File: config.mk
export PLATFORM = sky130hd
export DESIGN_NAME = obstacle_scheduler
export DESIGN_NICKNAME = d
export VERILOG_FILES = /design/src/rtl/obstacle_scheduler.sv
export SDC_FILE = /design/constraint.sdc
export NUM_CORES = 1
export LEC_CHECK = 0
export ABC_AREA = 1
export CAP_MARGIN = 15
export CORE_MARGIN = 2
export CORE_UTILIZATION = 53
export DETAILED_ROUTE_END_ITERATION = 7
export GPL_TIMING_DRIVEN = 1
export HOLD_SLACK_MARGIN = 0.1
export MAX_ROUTING_LAYER = met4
export PLACE_DENSITY = 0.8
export SYNTH_ARGS = -nofsm -noshare
export SYNTH_HDL_FRONTEND = slang
export SYNTH_SLANG_ARGS = --single-unit
File: constraint.sdc
create_clock -name clk -period 2.9 [get_ports clk]
set_input_delay 0.435 -clock clk [delete_from_list [all_inputs] [get_ports clk]]
set_output_delay 0.435 -clock clk [all_outputs]
set_load 0.1 [all_outputs]
File: src/rtl/obstacle_scheduler.sv
// obstacle_scheduler: spawns, scrolls, retires and scores a fixed pool of obstacle slots
// Ports: clk, reset (sync, active-high), frame_tick (per-frame pulse), start/collision (game levels);
// obs_active/obs_x/obs_yBot/obs_yTop packed per slot, score_pulse (one cycle per scoring tick),
// run_state (0 IDLE, 1 RUN, 2 HALT).
module obstacle_scheduler #(
    parameter int NUM_SLOTS = 3,
    parameter int SPEED = 2,
    parameter int SPAWN_FRAMES = 120,
    parameter int GAP = 140,
    parameter int MIN_PIPE = 40,
    parameter int BIRD_X = 160,
    parameter logic [15:0] LFSR_SEED = 16'hACE1,
    parameter int SCREEN_WIDTH = 640,
    parameter int SCREEN_HEIGHT = 480,
    parameter int OBSTACLE_WIDTH = 80
) (
    input  logic                      clk,
    input  logic                      reset,
    input  logic                      frame_tick,
    input  logic                      start,
    input  logic                      collision,
    output logic [NUM_SLOTS-1:0]      obs_active,
    output logic [NUM_SLOTS*10-1:0]   obs_x,
    output logic [NUM_SLOTS*9-1:0]    obs_yBot,
    output logic [NUM_SLOTS*9-1:0]    obs_yTop,
    output logic                      score_pulse,
    output logic [1:0]                run_state
);
    localparam logic [1:0] IDLE = 2'd0, RUN = 2'd1, HALT = 2'd2;
    localparam logic [9:0] SW = 10'(SCREEN_WIDTH);
    localparam logic [9:0] SPD = 10'(SPEED);
    localparam logic [9:0] SF_LAST = 10'(SPAWN_FRAMES - 1);
    localparam logic [10:0] OW = 11'(OBSTACLE_WIDTH);
    localparam logic [10:0] BX = 11'(BIRD_X);
    localparam logic [8:0] MP = 9'(MIN_PIPE);
    localparam logic [8:0] OPEN = 9'(SCREEN_HEIGHT - GAP);

    logic [1:0] state, state_nxt;
    logic [15:0] lfsr;
    logic [9:0] x [NUM_SLOTS];
    logic [8:0] ybot [NUM_SLOTS];
    logic [8:0] ytop [NUM_SLOTS];
    logic [NUM_SLOTS-1:0] active, scored, free, sel, score_hit;
    logic [9:0] spawn_cnt;
    logic spawn_pending, go, clear, wrap, want;
    logic [8:0] ytop_new, ybot_new;

    assign go = state == RUN && frame_tick && !collision;
    assign clear = start && state != RUN;
    assign wrap = spawn_cnt == SF_LAST;
    assign want = spawn_pending || wrap;
    assign free = ~active;
    // lowest set bit of the free mask picks the spawn slot
    assign sel = free & (~free + 1'b1);
    assign ytop_new = MP + {1'b0, lfsr[7:0]};
    assign ybot_new = OPEN - ytop_new;

    always_ff @(posedge clk) begin
        if (reset) state <= IDLE;
        else state <= state_nxt;
    end

    always_comb begin
        state_nxt = state == RUN ? (collision ? HALT : RUN) : (start ? RUN : state);
    end

    always_comb begin
        run_state = state;
    end

    // Galois form of x^16+x^14+x^13+x^11+1, free-running in every state
    always_ff @(posedge clk) begin
        if (reset) lfsr <= LFSR_SEED;
        else lfsr <= {1'b0, lfsr[15:1]} ^ (lfsr[0] ? 16'hB400 : 16'h0000);
    end

    // scoring is judged on the post-move position of slots that are not retiring
    always_comb begin
        score_hit = '0;
        for (int i = 0; i < NUM_SLOTS; i++)
            score_hit[i] = active[i] && !scored[i] && x[i] >= SPD && ({1'b0, x[i] - SPD} + OW) < BX;
    end

    always_ff @(posedge clk) begin
        if (reset || clear) begin
            active <= '0;
            scored <= '0;
            spawn_pending <= 1'b0;
            spawn_cnt <= reset ? 10'd0 : SF_LAST;
            for (int i = 0; i < NUM_SLOTS; i++) begin
                x[i] <= SW;
                ybot[i] <= '0;
                ytop[i] <= '0;
            end
        end else if (go) begin
            spawn_cnt <= wrap ? 10'd0 : spawn_cnt + 10'd1;
            spawn_pending <= want && ~|free;
            for (int i = 0; i < NUM_SLOTS; i++) begin
                if (want && sel[i]) begin
                    active[i] <= 1'b1;
                    scored[i] <= 1'b0;
                    x[i] <= SW;
                    ytop[i] <= ytop_new;
                    ybot[i] <= ybot_new;
                end else if (active[i]) begin
                    if (x[i] >= SPD) begin
                        x[i] <= x[i] - SPD;
                        if (score_hit[i]) scored[i] <= 1'b1;
                    end else begin
                        active[i] <= 1'b0;
                        x[i] <= SW;
                    end
                end
            end
        end
    end

    always_ff @(posedge clk) begin
        if (reset) score_pulse <= 1'b0;
        else score_pulse <= go && |score_hit;
    end

    always_comb begin
        obs_active = active;
        obs_x = '0;
        obs_yBot = '0;
        obs_yTop = '0;
        for (int i = 0; i < NUM_SLOTS; i++) begin
            obs_x[10*i +: 10] = x[i];
            obs_yBot[9*i +: 9] = ybot[i];
            obs_yTop[9*i +: 9] = ytop[i];
        end
    end
endmodule
==> results of run 1 <==
==> registers in the layout (all words and copies together), names as in the netlist <==
signal         flops
lfsr              16
obs_active         3
run_state          2
score_pulse        1
scored             3
spawn_cnt         10
spawn_pending      1
x                 27
ybot              27
ytop              24
==> cells in the mapped netlist (5+ instances only) <==
cell type  number  share of area
nor3_1          5         0.0047
nand4_1        12          0.014
nand2_1       102          0.071
ha_1           13          0.030
nor2_1         71          0.050
edfxtp_1       88           0.49
dfxtp_1        26          0.097
xnor2_1         6         0.0098
inv_1          70          0.049
buf_4           7         0.0098
xor2_1          8          0.013
or2_2           7         0.0081
nor2_2          7         0.0081
o21ai_0        17          0.016
nand3_1        35          0.033
inv_2           6         0.0042
a21oi_1        30          0.028
==> stage by stage <==
| step | util | power, W | std cells | hold slack [ns] | instance area [µm²] |
|---|---|---|---|---|---|
| finish | 0.6929 | 0.004836 | 803 | 0.4116 | 6804 |
| global route | 0.6929 | 0.004988 | 803 | 0.4278 | 6804 |
| CTS | 0.6929 | 0.004864 | 803 | 0.4140 | 6804 |
| detailed placement | 0.6333 | 0.002830 | 771 | 0.3987 | 6218 |
| global placement | 0.6333 | 0.002814 | 771 | 0.3962 | 6218 |
| floorplan | - | 0.002659 | 552 | 0.3883 | 5388 |
==> report_power, final <==
part / switching (W) / internal, W
clock: 0.000790 / 0.00125
sequential: 0.0000593 / 0.00186
combinational: 0.000703 / 0.000182
total: 0.00155 / 0.00328
==> per-layer routing <==
metal	up-vias	share of wire	track usage
met5	-	0	-
li1	2054	-	-
met4	0	0.014	0.07333
met1	1894	0.44	0.2743
met3	15	0.051	0.04991
met2	114	0.49	0.3534
==> cell families (layout without fill, tap and decap cells) <==
family | after synthesis | count (layout) | synth area share
AO/OA/AOI/OAI | 64 | 64 | 0.07256
XOR/XNOR | 15 | 15 | 0.02582
adder cells (fa/ha/maj) | 13 | 13 | 0.03023
buffers and inverters | 87 | 205 | 0.06604
flip-flops | 114 | 114 | 0.5879
other | 1 | 3 | 0.0006970
AND/OR/NAND/NOR | 256 | 256 | 0.2167
==> critical path, cell delays in order, from the launching register on <==
cell      delay, ns
edfxtp_1       0.45
inv_1          0.15
ha_1           0.26
nand2_1        0.10
inv_1          0.09
nand2_1        0.05
nand2_1        0.11
ha_1           0.26
or2_2          0.31
nor2_1         0.10
nand2_1        0.05
nand2_1        0.09
nand3_1        0.08
nand2_1        0.07
nor2_1         0.04
nor2_1         0.12
==> cells in the final DEF (no fill, tap or decap), types with 4 or more instances in the layout <==
cell	count
nand2_1	102
buf_4	92
edfxtp_1	88
nor2_1	71
inv_1	70
nand3_1	35
a21oi_1	30
dfxtp_1	26
o21ai_0	17
clkbuf_16	16
ha_1	13
nand4_1	12
xor2_1	8
nor2_2	7
or2_2	7
inv_2	6
xnor2_1	6
inv_6	6
nor3_1	5
and2_1	4
clkinv_4	4
clkdlybuf4s50_1	4
==> worst max path at each step <==
stage             endpoint  slack (ns)  cells after the start
3_3_place_gp       x[0][2]        0.49                      6
5_1_grt        score_pulse        0.25                     15
4_1_cts        score_pulse        0.52                     15
6_report       score_pulse        0.48                     15
2_1_floorplan  score_pulse        0.06                     15
3_5_place_dp       x[2][3]        0.45                      6
==> cell type report <==
type,count,share of cell area
flip-flops and latches,114,0.4649
repair buffers,96,0.1074
well taps,133,0.02446
clock buffers,17,0.06087
multi-input cells,351,0.2747
inverters,77,0.04248
clock inverters,15,0.02519
==> impl_metrics.ini, run 1 <==
[sta]
setup_ws_ns = 0.4808
worst_pin_slew_ns = 1.048
slew_headroom = 0.2984
slew_violations = 0
fin_skew_ns = 0.009189
setup_violations = 0
fin_crit_sh = 0.8342
max_freq_mhz = 413.4
post-route-min-period_ns = 2.419
fin_tns_setup_ns = 0
rsz0062_at_grt = no
hold_violations = 0

[floorplanning]
start_util = 0.5479
core_um2 = 9819
die_y_um = 104.8
ios = 95
num_rows = 36
die_w_um = 104.8
dieArea_um2 = 10970

[global_routing]
grt_max_degree = 19
grt_pass1_vias = 3916
gr-total-overflow = 0
grt_usage = 0.2190
grt_pass1_wl_mm = 18.53
antenna_found_initial = 0

[synthesis]
synth.yosys.seq_area_share = 0.5879
synth-edff-count = 88
synthesis.area_um2 = 5380
synth-seq-cells = 114
avgSynthCellArea_um2 = 9.782
synthArstFlopShare = 0
syn_inst = 550
synth_cell_types = 41
synth_ff_type = edfxtp_1
yosysWarnings = 0

[clock_network]
root_buffer = clkbuf_8
cts_tree = done
ctsResizeCount = 0
cts.sinks = 114
clk_pin_slew_ns = 0.06
cts_made_buffers = 17
htreeDepth = 4
cts-hold-fix-buffers = 0
cts_setup_buffers = 0
clkLatencyLatePin_ns = 0.52
cts.path.max_buffers = 2

[hold_path]
hold_end = lfsr[9]
min-delay-start = lfsr[10]
min_path_cells = 2
min_path_type = reg -> reg

[setup_path]
cp-end-kind = register
cp-start-kind = register
reg2reg_from = x[2][1]
crit_type = reg -> reg
r2r-end = score_pulse
rrSetupSlack_ns = 0.48
critPathMaxFanout = 5
rr_worst_depth = 15
crit_arrival_ns = 2.86
crit_start = x[2][1]
crit_required_ns = 3.34

[placement]
port_buffers = 91
gp_congestion = 0.8843
hpwl_mm = 7.943
dpl_worst_slack_ns = 0.4485

[power_and_ir_drop]
p_leak_nw = 3.023
peakVddDrop_mv = 0.5004
p_per_area_nw_per_um2 = 710.8

[job]
drv_cap = 0

[routing]
wirelength_mm = 11.16
first_pass_iters = 4
drt-wirelength-per-cell_um = 13.90
vias = 4077
route.detailed.drc = 0
drt_iter0_drc = 158
drtAntennaViolNets = 0
vias_per_cell = 5.077

[layout]
n_antenna_cell = 0
fin_nets = 675
syn2layout_area_growth_pct = 26.47
multiInputGateArea_um2 = 1869
n_fill_cell = 753
drive_gt1_frac = 0.2343
register_area_um2 = 3163

[run_status]
status = completed
Note: power is estimated with default switching activity, not from simulation.
==> run 2: changes to the inputs <==
--- a/config.mk
+++ b/config.mk
@@ -8,12 +8,12 @@
 export ABC_AREA = 1
 export CAP_MARGIN = 15
 export CORE_MARGIN = 2
-export CORE_UTILIZATION = 53
+export CORE_UTILIZATION = 48
 export DETAILED_ROUTE_END_ITERATION = 7
 export GPL_TIMING_DRIVEN = 1
 export HOLD_SLACK_MARGIN = 0.1
 export MAX_ROUTING_LAYER = met4
-export PLACE_DENSITY = 0.8
+export PLACE_DENSITY = 0.77
 export SYNTH_ARGS = -nofsm -noshare
 export SYNTH_HDL_FRONTEND = slang
 export SYNTH_SLANG_ARGS = --single-unit
==> constraint.sdc (replaced) <==
create_clock -name clk -period 2.1 [get_ports clk]
set_input_delay 0.315 -clock clk [delete_from_list [all_inputs] [get_ports clk]]
set_output_delay 0.315 -clock clk [all_outputs]
set_load 0.1 [all_outputs]
==> impl_metrics.ini, run 2 (synthesis gave the netlist of run 1 again) <==
[sta]
setup_violations = 0
slew_violations = 0
hold_ws_ns = 0.4021
slew_headroom = 0.6665
hold_violations = 0
fin_crit_sh = 0.9874
rsz0062_at_grt = yes
max_freq_mhz = 482.3
fin_tns_setup_ns = 0
post-route-min-period_ns = 2.074
worst_pin_slew_ns = 0.4986
fin_skew_ns = 0.009685

[clock_network]
clk_pin_slew_ns = 0.06
clkLatencyLatePin_ns = 0.52
cts-hold-fix-buffers = 0
cts.path.max_buffers = 2
cts.sinks = 114
cts_made_buffers = 17
cts_tree = done
root_buffer = clkbuf_8
htreeDepth = 4

[floorplanning]
die_y_um = 109.9
core_um2 = 10890
dieArea_um2 = 12070
die_w_um = 109.9
start_util = 0.4941
num_rows = 38
ios = 95

[global_routing]
gr-total-overflow = 0
grt_pass1_wl_mm = 18.69
grt_pass1_vias = 4017
grt_usage = 0.2088
grt_max_degree = 19
antenna_found_initial = 0

[setup_path]
crit_family = simple AND/OR/NAND/NOR gates
critical_path_buf_inv_count = 0
crit_path_max_incr_delay_ns = 0.45
critPathMaxFanout = 4
crit_required_ns = 2.54
cp_slowest_cell = edfxtp_1
cp_common_cell = nand2_1
cp-start-kind = register
crit_arrival_ns = 2.51
cp_cell_sequence = nor2_4 -> nand2_1 -> nand2_1 -> nand2_1 -> ha_4 -> or2_4 -> nor2_1 -> nand2_1 -> nand2_2 -> nand4_1 -> a21oi_1
crit_type = reg -> reg
cp-end-kind = register

[routing]
route.detailed.drc = 0
wirelength_mm = 12.18
vias = 4307
drt-wirelength-per-cell_um = 14.48
vias_per_cell = 5.121
first_pass_iters = 5
drtAntennaViolNets = 0
drt_iter0_drc = 261

[job]
drv_cap = 0

[power_and_ir_drop]
p_comb_frac = 0.200
p_leak_nw = 3.172
p_switching_w = 0.002143
p_int_w = 0.004581
p_clk_frac = 0.407
pwr-share-seq = 0.393
peakVddDrop_mv = 0.6030
switching_share = 0.3187
p_per_area_nw_per_um2 = 931.0

[placement]
gp_congestion = 0.8422
port_buffers = 91
hpwl_mm = 8.633

[layout]
n_fill_cell = 798
final_common_cell = buf_4
final_cell_mix = 120 x buf_4, 96 x nand2_1, 88 x edfxtp_1, 66 x nor2_1, 62 x inv_1
syn2layout_area_growth_pct = 34.23
top_regs = x (27), ybot (27), ytop (24)
fin_nets = 706
drive_gt1_frac = 0.3224
n_antenna_cell = 0

[run_status]
status = completed

[hold_path]
min_path_type = reg -> reg
-- run 2: changes by cell type in the layout (fill, tap and decap cells not counted), moves of 6 or more --
cell	change
buf_4	+28
ha_1	-8
inv_1	-8
inv_2	+8
nand2_1	-6
nand2_2	+6
-- run 2: worst register-to-register path, stage by stage (launching register included) --
cell and delay, ns:
edfxtp_1 0.45, nor2_4 0.17, nand2_1 0.11, nand2_1 0.07
nand2_1 0.13, ha_4 0.28, or2_4 0.23, nor2_1 0.11
nand2_1 0.09, nand2_2 0.08, nand4_1 0.11, a21oi_1 0.17
-- run 2: final cells by class --
class / count / area, µm² / area share
flip-flops and latches: 114 / 3177 / 0.4399
multi-input cells: 351 / 2008 / 0.2781
repair buffers: 127 / 1001 / 0.1386
clock buffers: 17 / 414.1 / 0.05735
inverters: 77 / 289.0 / 0.04002
well taps: 140 / 175.2 / 0.02426
clock inverters: 15 / 157.7 / 0.02183
-- run 2: what timing repair did --
item / 4_1_cts / 5_1_grt
pin swaps: 0 / 6
setup endpoints to repair: 1 / 31
setup buffers: 1 / 17
resized for setup: 0 / 23
-- run 2: final timing paths --
kind | end | cells past startpoint | slack, ns | from
max | scored[2] | 11 | 0.03 | x[2][2]
min | lfsr[8] | 2 | 0.40 | lfsr[9]
max reg2reg | scored[2] | 11 | 0.03 | x[2][2]
min reg2reg | lfsr[8] | 2 | 0.40 | lfsr[9]
-- run 2: power groups by stage --
stage                     clock network, W  registers [W]  logic, W
after floorplan                          0        0.00327  0.000412
after global placement                   0        0.00268   0.00125
after detailed placement                 0        0.00269   0.00127
after CTS                          0.00278        0.00264   0.00128
after global routing               0.00289        0.00266   0.00142
final                              0.00274        0.00264   0.00135
-- run 2: metal layers --
metal  GRT usage  share of wire
met5           -              0
met2      0.3462           0.51
met4     0.09132          0.020
met1      0.2481           0.42
met3     0.03972          0.051
-- run 2: stage by stage --
step,setup WS [ns],instance area [µm²],cells,power [W],utilization
floorplan,-0.4489,5451,552,0.003684,-
global placement,0.06678,6426,791,0.003936,0.5902
detailed placement,0.01302,6426,791,0.003965,0.5902
CTS,0.008860,7005,824,0.006702,0.6434
global route,-0.1089,7222,841,0.006973,0.6633
finish,0.02647,7222,841,0.006723,0.6633
